===== src/rtl/rx_phy_pkg.sv =====
// Shared 802.11a receive-PHY types and per-rate lookup constants.
package rx_phy_pkg;

  localparam int MAX_CBPS = 288;

  typedef enum logic [1:0] {
    RATE_BPSK  = 2'd0,
    RATE_QPSK  = 2'd1,
    RATE_QAM16 = 2'd2,
    RATE_QAM64 = 2'd3
  } rate_mode_e;

  typedef enum logic {W_IDLE, W_FILL}  wr_state_e;
  typedef enum logic {R_IDLE, R_DRAIN} rd_state_e;

  function automatic logic [8:0] n_cbps(input rate_mode_e m);
    case (m)
      RATE_BPSK:  return 9'd48;
      RATE_QPSK:  return 9'd96;
      RATE_QAM16: return 9'd192;
      default:    return 9'd288;
    endcase
  endfunction

  function automatic logic [2:0] n_bpsc(input rate_mode_e m);
    case (m)
      RATE_BPSK:  return 3'd1;
      RATE_QPSK:  return 3'd2;
      RATE_QAM16: return 3'd4;
      default:    return 3'd6;
    endcase
  endfunction

  // N_CBPS/16: the interleaver column index advances once per col_depth bits.
  function automatic logic [4:0] col_depth(input rate_mode_e m);
    case (m)
      RATE_BPSK:  return 5'd3;
      RATE_QPSK:  return 5'd6;
      RATE_QAM16: return 5'd12;
      default:    return 5'd18;
    endcase
  endfunction

  // s = max(N_BPSC/2, 1): width of the bit-rotation group.
  function automatic logic [1:0] rot_span(input rate_mode_e m);
    logic [2:0] b;
    b = n_bpsc(m);
    return (b > 3'd2) ? b[2:1] : 2'd1;
  endfunction

endpackage


===== src/rtl/deint_addr_gen.sv =====
// Incremental 802.11a (de)interleaver address generator: maps bit index j to
// position k from running counters only, without any divider.
module deint_addr_gen
  import rx_phy_pkg::*;
(
  input  logic       clock,
  input  logic       reset,
  input  logic       advance,
  input  rate_mode_e mode,
  output logic [8:0] addr,
  output logic       last
);

  // rem = j mod D, col = floor(j/D), jms = j mod s, qms = col mod s, with D = N_CBPS/16.
  logic [4:0] rem_q;
  logic [3:0] col_q;
  logic [1:0] jms_q, qms_q;

  logic [4:0] depth_m1;
  logic [1:0] span, span_m1;
  logic [2:0] sum, perm;
  logic [4:0] row;

  assign depth_m1 = col_depth(mode) - 5'd1;
  assign span     = rot_span(mode);
  assign span_m1  = span - 2'd1;
  assign last     = (col_q == 4'd15) && (rem_q == depth_m1);

  // D is a multiple of s, so the rotation stays inside the row: k = 16*(i mod D) + col.
  always_comb begin
    sum  = {1'b0, jms_q} + {1'b0, qms_q};
    perm = (sum >= {1'b0, span}) ? sum - {1'b0, span} : sum;
    row  = rem_q - {3'b000, jms_q} + {2'b00, perm};
    addr = {row, col_q};
  end

  always_ff @(posedge clock) begin
    if (reset || (advance && last)) begin
      rem_q <= '0;
      col_q <= '0;
      jms_q <= '0;
      qms_q <= '0;
    end else if (advance) begin
      jms_q <= (jms_q == span_m1) ? 2'd0 : jms_q + 2'd1;
      if (rem_q == depth_m1) begin
        rem_q <= '0;
        col_q <= col_q + 4'd1;
        qms_q <= (qms_q == span_m1) ? 2'd0 : qms_q + 2'd1;
      end else begin
        rem_q <= rem_q + 5'd1;
      end
    end
  end

endmodule


===== src/rtl/deinterleaver_multi.sv =====
// Rate-adaptive 802.11a receive deinterleaver with ping-pong symbol banks.
// Optional DEINT_ABORT_EN adds an `abort` input that flushes both FSMs.
module deinterleaver_multi #(
  parameter int MAX_CBPS = rx_phy_pkg::MAX_CBPS,
  parameter int AW       = $clog2(MAX_CBPS)
) (
  input  logic       clock,
  input  logic       reset,
  input  logic       enable,
  input  logic [1:0] rate_mode,
  input  logic       in_bit,
  input  logic       in_valid,
`ifdef DEINT_ABORT_EN
  input  logic       abort,
`endif
  output logic       in_ready,
  output logic       out_bit,
  output logic       out_valid,
  output logic       out_sym_start
);
  import rx_phy_pkg::*;

  wr_state_e wstate, wstate_nx;
  rd_state_e rstate, rstate_nx;

  logic                wb, rb;
  logic [1:0]          full;
  rate_mode_e          bmode [2];
  logic [MAX_CBPS-1:0] mem   [2];

  rate_mode_e in_mode, gen_mode, rd_mode;
  logic [8:0] gen_addr;
  logic       w_last, in_fire, rd_fire, r_last, flush;
  logic [AW-1:0] waddr, raddr, rcnt;
  logic       vld_q, sos_q;

`ifdef DEINT_ABORT_EN
  assign flush = reset | abort;
`else
  assign flush = reset;
`endif

  assign in_mode  = rate_mode_e'(rate_mode);
  assign in_ready = enable & ~reset & ~full[wb];
  assign in_fire  = in_valid & in_ready & ~flush;

  // First bit of a symbol addresses with the live rate_mode; later bits use the latched one.
  assign gen_mode = (wstate == W_IDLE) ? in_mode : bmode[wb];
  assign waddr    = AW'(gen_addr);

  deint_addr_gen u_addr (
    .clock   (clock),
    .reset   (flush),
    .advance (in_fire),
    .mode    (gen_mode),
    .addr    (gen_addr),
    .last    (w_last)
  );

  // An idle reader that sees its bank full reads address 0 in that same cycle,
  // which keeps back-to-back symbols gap-free and gives the 2-cycle latency.
  assign rd_mode = bmode[rb];
  assign rd_fire = enable & full[rb];
  assign raddr   = (rstate == R_IDLE) ? '0 : rcnt;
  assign r_last  = (rstate == R_DRAIN) && (rcnt == AW'(n_cbps(rd_mode) - 9'd1));

  always_comb begin
    wstate_nx = wstate;
    if (in_fire) wstate_nx = w_last ? W_IDLE : W_FILL;
  end

  always_comb begin
    rstate_nx = rstate;
    if (rd_fire) begin
      if (rstate == R_IDLE) rstate_nx = R_DRAIN;
      else if (r_last)      rstate_nx = R_IDLE;
    end
  end

  always_ff @(posedge clock) begin
    if (flush) begin
      wstate <= W_IDLE;
      rstate <= R_IDLE;
    end else begin
      wstate <= wstate_nx;
      rstate <= rstate_nx;
    end
  end

  // Bank ownership: the writer only sets an empty bank's flag, the reader only clears a full one.
  always_ff @(posedge clock) begin
    if (flush) begin
      wb       <= 1'b0;
      rb       <= 1'b0;
      full     <= '0;
      rcnt     <= '0;
      bmode[0] <= RATE_BPSK;
      bmode[1] <= RATE_BPSK;
    end else begin
      if (in_fire && (wstate == W_IDLE)) bmode[wb] <= in_mode;
      if (in_fire && w_last) begin
        full[wb] <= 1'b1;
        wb       <= ~wb;
      end
      if (rd_fire) begin
        if (r_last) begin
          full[rb] <= 1'b0;
          rb       <= ~rb;
          rcnt     <= '0;
        end else begin
          rcnt <= (rstate == R_IDLE) ? AW'(1) : rcnt + AW'(1);
        end
      end
    end
  end

  always_ff @(posedge clock) begin
    if (in_fire) mem[wb][waddr] <= in_bit;
  end

  always_ff @(posedge clock) begin
    if (flush) begin
      out_bit <= 1'b0;
      vld_q   <= 1'b0;
      sos_q   <= 1'b0;
    end else if (enable) begin
      vld_q   <= rd_fire;
      sos_q   <= rd_fire && (rstate == R_IDLE);
      out_bit <= rd_fire ? mem[rb][raddr] : 1'b0;
    end
  end

  // A registered bit held across a disable window is presented on the next enabled cycle.
  assign out_valid     = vld_q & enable;
  assign out_sym_start = sos_q & enable;

endmodule


===== config.mk =====
export PLATFORM = sky130hd
export DESIGN_NAME = deinterleaver_multi
export DESIGN_NICKNAME = d
export VERILOG_FILES = /design/src/rtl/rx_phy_pkg.sv /design/src/rtl/deint_addr_gen.sv /design/src/rtl/deinterleaver_multi.sv
export SDC_FILE = /design/constraint.sdc
export NUM_CORES = 1
export LEC_CHECK = 0
export BUFFER_PORTS_ARGS = -buffer_cell sky130_fd_sc_hd__buf_4
export CAP_MARGIN = 30
export CORE_ASPECT_RATIO = 0.5
export CORE_MARGIN = 2
export CORE_UTILIZATION = 55
export CTS_CLUSTER_DIAMETER = 60
export CTS_CLUSTER_SIZE = 40
export DETAILED_ROUTE_END_ITERATION = 8
export PLACE_DENSITY = 0.71
export SLEW_MARGIN = 15
export SYNTH_ARGS = -nofsm -noshare
export SYNTH_HDL_FRONTEND = slang
export SYNTH_SLANG_ARGS = --single-unit
export TNS_END_PERCENT = 50

===== constraint.sdc =====
create_clock -name clock -period 5.3 [get_ports clock]
set_input_delay 0 -clock clock [delete_from_list [all_inputs] [get_ports clock]]
set_output_delay 0 -clock clock [all_outputs]
set_load 0.01 [all_outputs]

==> impl_results.md, run 1 <==
- Drt total wl: approximately 73 mm
- Worst Path Max Fanout: 32
- Post-Place Setup Slack: 0.2497 ns
- First-pass detailed-route iteration total: 7
- Die Y: approximately 160 um
- Relative slew slack: around 27%
- Gr busiest metal: met2
- Io pins: 11
- CP arrival: between 5 and 6 ns
- Max Slew Vio Count: 0
- Clock sinks: 613
- Vias: about 18000
- Largest family of logic cells by synthesized area: simple AND/OR/NAND/NOR gates
- Global route total overflow: 0
- Worst Tran Pin Value: ~1.1 ns
- Root buffer cell: clkbuf_16
- Worst EP required: 5.64 ns
- Ys async rst share: 0%
- Distinct cells, synth: 64
- Die Wd: roughly 320 um
- Hold Vio Cnt, Final: 0
- Setup TNS: 0 ns
- Antenna violations before repair: 2
- Post-CTS Setup Bufs: 0
- PD cells: between 200 and 300 mW/mm^2
- Max Clock Skew: around 0.014 ns
- Reg2Reg Setup Slack: slightly below 0.3 ns
- Worst hold path type: primary input to flop
- Routability cong.: roughly 0.9
- Min-delay src: rate_mode[0]
- Final setup violation count: 0
- WHS Endpoint: bmode[0][0]
- Post-Syn Instances: 2164
- Synth Area in Simple Gates: 14.10%
- P&R area growth vs syn: 8.315%
- # Max-Cap Violations: 0
- Clock Tree Buf Depth: 3
- GR Util met1: 40.85%
- Clock transition at path regs: around 0.11 ns
- Seq/Total Area, Yosys: between 60% and 70%
- # DRC: 0
- XOR/XNOR Fraction of Synth Area: 0.4460%
- Leakage: 0.008830 uW
- Synth Area in Adders: 0.9739%
- Final setup margin: just under 0.3 ns
- Crit end category: flop
- First-pass GRT wire length: roughly 110 mm
- TritonCTS clock tree: built
- Worst Setup Start Kind: flop
- Global Route Usage Sum: 28.20%
- RSZ-0062 raised after global routing: no
- Core Region: just under 0.05 sq mm
- Compound-Gate Fraction of Synth Area: under 10%
- Die ar.: 0.05190 sq mm
- CTS buffer count: 30
- Fmax: approximately 0.20 GHz
- Largest net degree at the start of global routing: around 250
- Post-Syn Nets: between 2000 and 2500
- Initial cell density of the core: between 50 and 60%
- Met3 usage: 7.618%
- EDFF count, synth: 580
- Design Power: a little under 9000 uW
- DP HPWL: about 46 mm
- Tcrit/Tclk final: between 90% and 100%
- Avg Cell Area, Syn: 12.70 sq um
- Skew-Pair Late Insertion Delay: 0.63 ns
- Proportion of layout cells with a drive suffix above 1: about an eighth
- Synth warn: 0
- Top FF cell, synth: edfxtp_1
- Vias in the first global route: around 17000
- Fin cells: approximately 2800
- Status: complete, no violations
- I/O Buffers: 10
- Avg WL per Cell: ~26 um
- Post-Syn Area: 0.02749 sq mm
- Final ANT Viol Nets: 0
- H-tree Lvls: 1
- Met2 GRT Util: roughly 43%
- Hold depth: 3
- Seq cells post-synth: 613
- Cell total after placement: around 2700
- N_diodes: 0
- Avg Vias per Cell: ~6.4
- Initial DRC Count: approximately 2500
- Reg2reg end: mem[0][250]
- Final net count: approximately 2200
- Max VDD drop: 0.2256 mV
- Final min period: ~5 ns
- Multiplexer area fraction after synthesis: roughly 10%
- Worst R2R Path Depth: 18
- Crit Path Class: flop to flop
- Row count: 57
[what timing repair did]
| item | CTS | global route |
|---|---|---|
| hold buffers | 7 | 0 |
| endpoints found under the setup margin | 0 | 167 |
| resized for setup | 0 | 2 |
| endpoints found under the hold margin | 128 | 0 |
[cell families (layout without fill, tap and decap cells)]
kind of cell / after synthesis / count (layout)
mux: 168 / 168
flops: 613 / 613
compound gates: 206 / 206
xor+xnor: 14 / 14
simple gates: 943 / 943
buf+inv: 201 / 189
fa+ha+maj: 19 / 19
[layer usage]
| metal | share of wire (%) | wire [um] | vias up |
|---|---|---|---|
| met4 | 2.4 | 1770 | 2 |
| met5 | 0.0096 | 7 | - |
| li1 | - | - | 7735 |
| met1 | 39 | 28490 | 9027 |
| met2 | 44 | 32360 | 1067 |
| met3 | 14 | 10110 | 128 |
[cell usage after synthesis, types with 17 or more instances]
| master | n | share of area [%] |
|---|---|---|
| nand2_1 | 162 | 2.2 |
| inv_1 | 26 | 0.35 |
| buf_2 | 17 | 0.31 |
| o21ai_0 | 26 | 0.47 |
| clkbuf_1 | 95 | 1.3 |
| nand3_1 | 42 | 0.76 |
| mux2i_1 | 65 | 2.4 |
| a21oi_1 | 43 | 0.78 |
| buf_4 | 20 | 0.55 |
| and3_1 | 18 | 0.41 |
| dfxtp_1 | 33 | 2.4 |
| edfxtp_1 | 580 | 63 |
| nor2_1 | 637 | 8.7 |
| buf_1 | 40 | 0.55 |
| mux4_2 | 89 | 7.3 |
[how the worst max path moves through the flow]
| stage | startpoint | to | slack [ns] | cells past startpoint |
|---|---|---|---|---|
| after floorplan | wstate | mem[0][180] | 0.62 | 18 |
| after global placement | flop | mem[0][185] | 0.33 | 17 |
| after detailed placement | flop | mem[0][177] | 0.25 | 17 |
| after CTS | flop | mem[0][185] | 0.22 | 17 |
| after global routing | flop | mem[0][250] | 0.04 | 18 |
| final | flop | mem[0][250] | 0.30 | 18 |
[area by class of cell]
cell class / count / area [sq um]
well taps: 649 / 812.0
clock buffers: 31 / 775.7
multi-input cells: 1350 / 8552
inverters: 26 / 97.59
flip-flops and latches: 613 / 18080
fillers: 3780 / 19150
clock inverters: 25 / 320.3
repair buffers: 107 / 1140
[power breakdown]
group | switching (uW) | leakage [uW] | internal (uW)
Clock | 1700 | 0.000518 | 1220
Combinational | 386 | 0.00283 | 100
Sequential | 4.13 | 0.00548 | 5290
[cells in the final DEF, fill, tap and decap left out, types with 26 or more instances in the layout]
cell	n
a21oi_1	43
buf_4	71
clkbuf_16	31
dfxtp_1	32
edfxtp_1	580
inv_1	26
mux2i_1	65
mux4_2	89
nand2_1	162
nand3_1	42
nor2_1	637
o21ai_0	26
[flip-flops by register name (all words and copies together), names as in the netlist, 2 cells and up, named ones only]
name	count
mem	576
rcnt	9
u_addr.rem_q	5
bmode	4
u_addr.col_q	4
full	2
u_addr.jms_q	2
u_addr.qms_q	2
[worst max-delay path, stage by stage (launching register included)]
cell and delay (ns):
dfxtp_1 0.38, mux2i_1 0.34, a21o_1 0.21, nand2_1 0.10, ha_1 0.33, nand2b_1 0.16, a211oi_2 0.34, nand2_1 0.08
o21ai_0 0.10, fa_1 0.51, fa_1 0.48, a21o_1 0.20, a21oi_1 0.30, xor2_1 0.25, nand2_1 0.07, nor2_1 0.23
nand3_1 0.14, buf_4 0.29, nor2_1 0.19
[metrics by stage]
step                util [%]  hold slack (ns)  cell area (sq um)
detailed placement     58.38           0.3158              28560
finish                 60.87           0.2606              29780
floorplan                  -          0.09887              27490
CTS                    60.76           0.2463              29730
global route           60.87           0.2709              29780
global placement       57.64           0.3044              28200
Power figures use the tool's default switching activity.
==> run 2, diff against run 1 <==
- BUFFER_PORTS_ARGS: -buffer_cell sky130_fd_sc_hd__buf_4 -> -buffer_cell sky130_fd_sc_hd__buf_2
- RECOVER_POWER: unset -> 50
==> run 2 against run 1 <==
Net effect: the flow now finishes with violations (max-capacitance violations, max-slew violations); sequential power barely moved; worst hold slack barely moved; setup slack improved by 0.031 ns; critical endpoint is now mem[0][247]; routed wire length fell by 0.69%; power rose by 3.1%.
==> impl_results.md, run 2 (synthesized netlist as in run 1, its figures left out) <==
- CTS buffer count: 30 (unchanged)
- Reg2Reg Setup Slack: 0.33 ns (+0.03 ns)
- Avg Vias per Cell: 6.482 (+1.1%)
- Antenna violations before repair: 1 (-1)
- Most common cell after layout, fill and taps aside: nor2_1
- First-pass GRT wire length: 108.1 mm (about the same)
- DP HPWL: 45.57 mm (-0.36%)
- Io pins: 11 (unchanged)
- Switching Share: 25.62% (+1.6 points)
- Die ar.: 0.05190 sq mm (unchanged)
- # DRC: 0 (unchanged)
- Failing checks: max-capacitance violations, max-slew violations
- Clock transition at path regs: 0.12 ns (about the same)
- Worst Setup Start Kind: flop
- Crit Path Class: flop to flop
- N_diodes: 0 (unchanged)
- Global route total overflow: 0 (unchanged)
- Post-DP Area: 0.02854 sq mm (about the same)
- Root buffer cell: clkbuf_16
- Fin cells: 2803 (+0.071%)
- Die Y: 162.1 um (unchanged)
- Row count: 57 (unchanged)
- # Max-Cap Violations: 4 (+4)
- Clock Tree Buf Depth: 3 (unchanged)
- Reg2reg end: mem[0][247]
- Final min period: 4.972 ns (-0.03059 ns)
- WHS Endpoint: bmode[0][0]
- Relative slew slack: -121.3% (-150 points)
- Most flops, register: mem
- Routability cong.: 0.8768 (about the same)
- Worst Path Max Fanout: 32 (unchanged)
- First-pass detailed-route iteration total: 5 (-2)
- Worst hold path type: primary input to flop
- Largest net degree at the start of global routing: 197 (-22%)
- Final net count: 2156 (+0.093%)
- Max Clock Skew: 0.02907 ns (+0.01473 ns)
- Leakage: 0.008895 uW (+0.73%)
- Worst R2R Path Depth: 18 (unchanged)
- Max Slew Vio Count: 609 (+609)
- Seq pwr share: 59.1% (-1.7 points)
- Drt total wl: 72.24 mm (-0.69%)
- Tcrit/Tclk final: 93.81% (-0.58 points)
- # fillers: 3744 (-0.95%)
- I/O Buffers: 10 (unchanged)
- Largest registers: mem: 576 flops, rcnt: 9 flops, u_addr.rem_q: 5 flops
- Core Region: 0.04892 sq mm (unchanged)
- Clock group share of total power: 35.5% (+1.9 points)
- Multi-input gate area: 0.008552 sq mm (unchanged)
- Max VDD drop: 0.2580 mV (+14%)
- Cell area after layout: 0.02992 sq mm (+0.47%)
- Hold Vio Cnt, Final: 0 (unchanged)
- Core Util, Final: 61.15% (+0.29 points)
- Avg WL per Cell: 25.77 um (-0.76%)
- H-tree Lvls: 1 (unchanged)
- Proportion of layout cells with a drive suffix above 1: 12.16% (-0.24 points)
- TritonCTS clock tree: built
- Most frequent cells in the layout: nor2_1 (637), edfxtp_1 (580), nand2_1 (162), mux4_2 (89), mux2i_1 (65)
- Skew-Pair Late Insertion Delay: 0.64 ns (about the same)
- Total net switching power: 2299 uW (+9.9%)
- Clock sinks: 613 (unchanged)
- P&R area growth vs syn: 8.824%
- Area occupied by registers: 0.01808 sq mm (about the same)
- PD cells: 299.9 mW/mm^2 (+2.6%)
- Cell total after placement: 2737 (+0.037%)
- Hold depth: 3 (unchanged)
- Comb pwr share: 5.4% (-0.2 points)
- Design Power: 8973 uW (+3.1%)
- Worst EP required: 5.65 ns (about the same)
- Final setup violation count: 0 (unchanged)
- Fmax: 0.2011 GHz (+0.62%)
- Vias: 18170 (+1.2%)
- Final ANT Viol Nets: 0 (unchanged)
- Largest register FFs: 576 (unchanged)
- Worst Tran Pin Value: 3.320 ns (+2.228 ns)
- Pint: 6674 uW (+0.92%)
- Min-delay src: rate_mode[0]
- CP arrival: 5.32 ns (-0.02 ns)
- Status: complete, but fails checks
- Crit end category: flop
- Global Route Usage Sum: 28.02% (-0.18 points)
- Die Wd: 320.2 um (unchanged)
- Initial DRC Count: 2862 (+16%)
- Vias in the first global route: 17280 (-0.66%)
- Initial cell density of the core: 56.19% (unchanged)
- Setup TNS: 0 ns (unchanged)
run 2: timing repair:
item / in CTS / in global routing
hold endpoints to repair: 31 / 0
setup endpoints to repair: 0 / 409
hold buffers: 7 / 0
gates resized for setup: 0 / 2
setup buffers: 0 / 0
run 2: area by class of cell:
type | count | area share, %
Sequential cell | 613 | 60.42
Timing Repair Buffer | 109 | 3.722
Clock inverter | 25 | 1.639
Tap cell | 649 | 2.714
Multi-Input combinational cell | 1350 | 28.58
Clock buffer | 31 | 2.593
Inverter | 26 | 0.3262
run 2: critical path, cell delays in order (launching register included):
cell      delay (ns)
dfxtp_1         0.38
mux2i_1         0.32
a21o_1          0.20
nand2_1         0.11
ha_1            0.32
nand2b_1        0.17
a211oi_2        0.36
nand2_1         0.11
o21ai_0         0.11
fa_1            0.50
fa_1            0.47
a21o_1          0.19
a21oi_1         0.28
xor2_1          0.24
nand2_1         0.07
nor2_1          0.24
nand3_1         0.11
buf_4           0.28
nor2_1          0.20
run 2: metal layers:
metal / part of all wire [%] / track usage [%] / vias up
met5: 0 / 0 / -
met3: 12 / 5.012 / 125
met1: 40 / 42.04 / 9199
met4: 2.2 / 5.527 / 0
met2: 45 / 43.65 / 1091
li1: - / - / 7755
run 2: power by group through the flow:
stage	clock, uW	sequential (uW)	combinational, uW
floorplan	0	5400	262
CTS	3210	5300	468
detailed placement	0	5410	463
global route	3370	5310	517
finish	3190	5310	481
global placement	0	5410	455
run 2: worst max path at each step:
stage	cells after the start	start	slack, ns	end
finish	18	flop	0.33	mem[0][247]
global route	18	flop	-0.05	mem[0][253]
CTS	17	flop	0.29	mem[0][189]
detailed placement	17	flop	0.31	mem[0][189]
global placement	17	flop	0.39	mem[0][176]
floorplan	18	wstate	0.62	mem[0][180]
run 2: per-stage QoR:
| step | hold WS (ns) | setup slack (ns) |
|---|---|---|
| after floorplan | 0.09887 | 0.6214 |
| after global placement | 0.3237 | 0.3906 |
| after detailed placement | 0.3247 | 0.3125 |
| after CTS | 0.2449 | 0.2901 |
| after global routing | 0.2742 | -0.04734 |
| final | 0.2606 | 0.3283 |
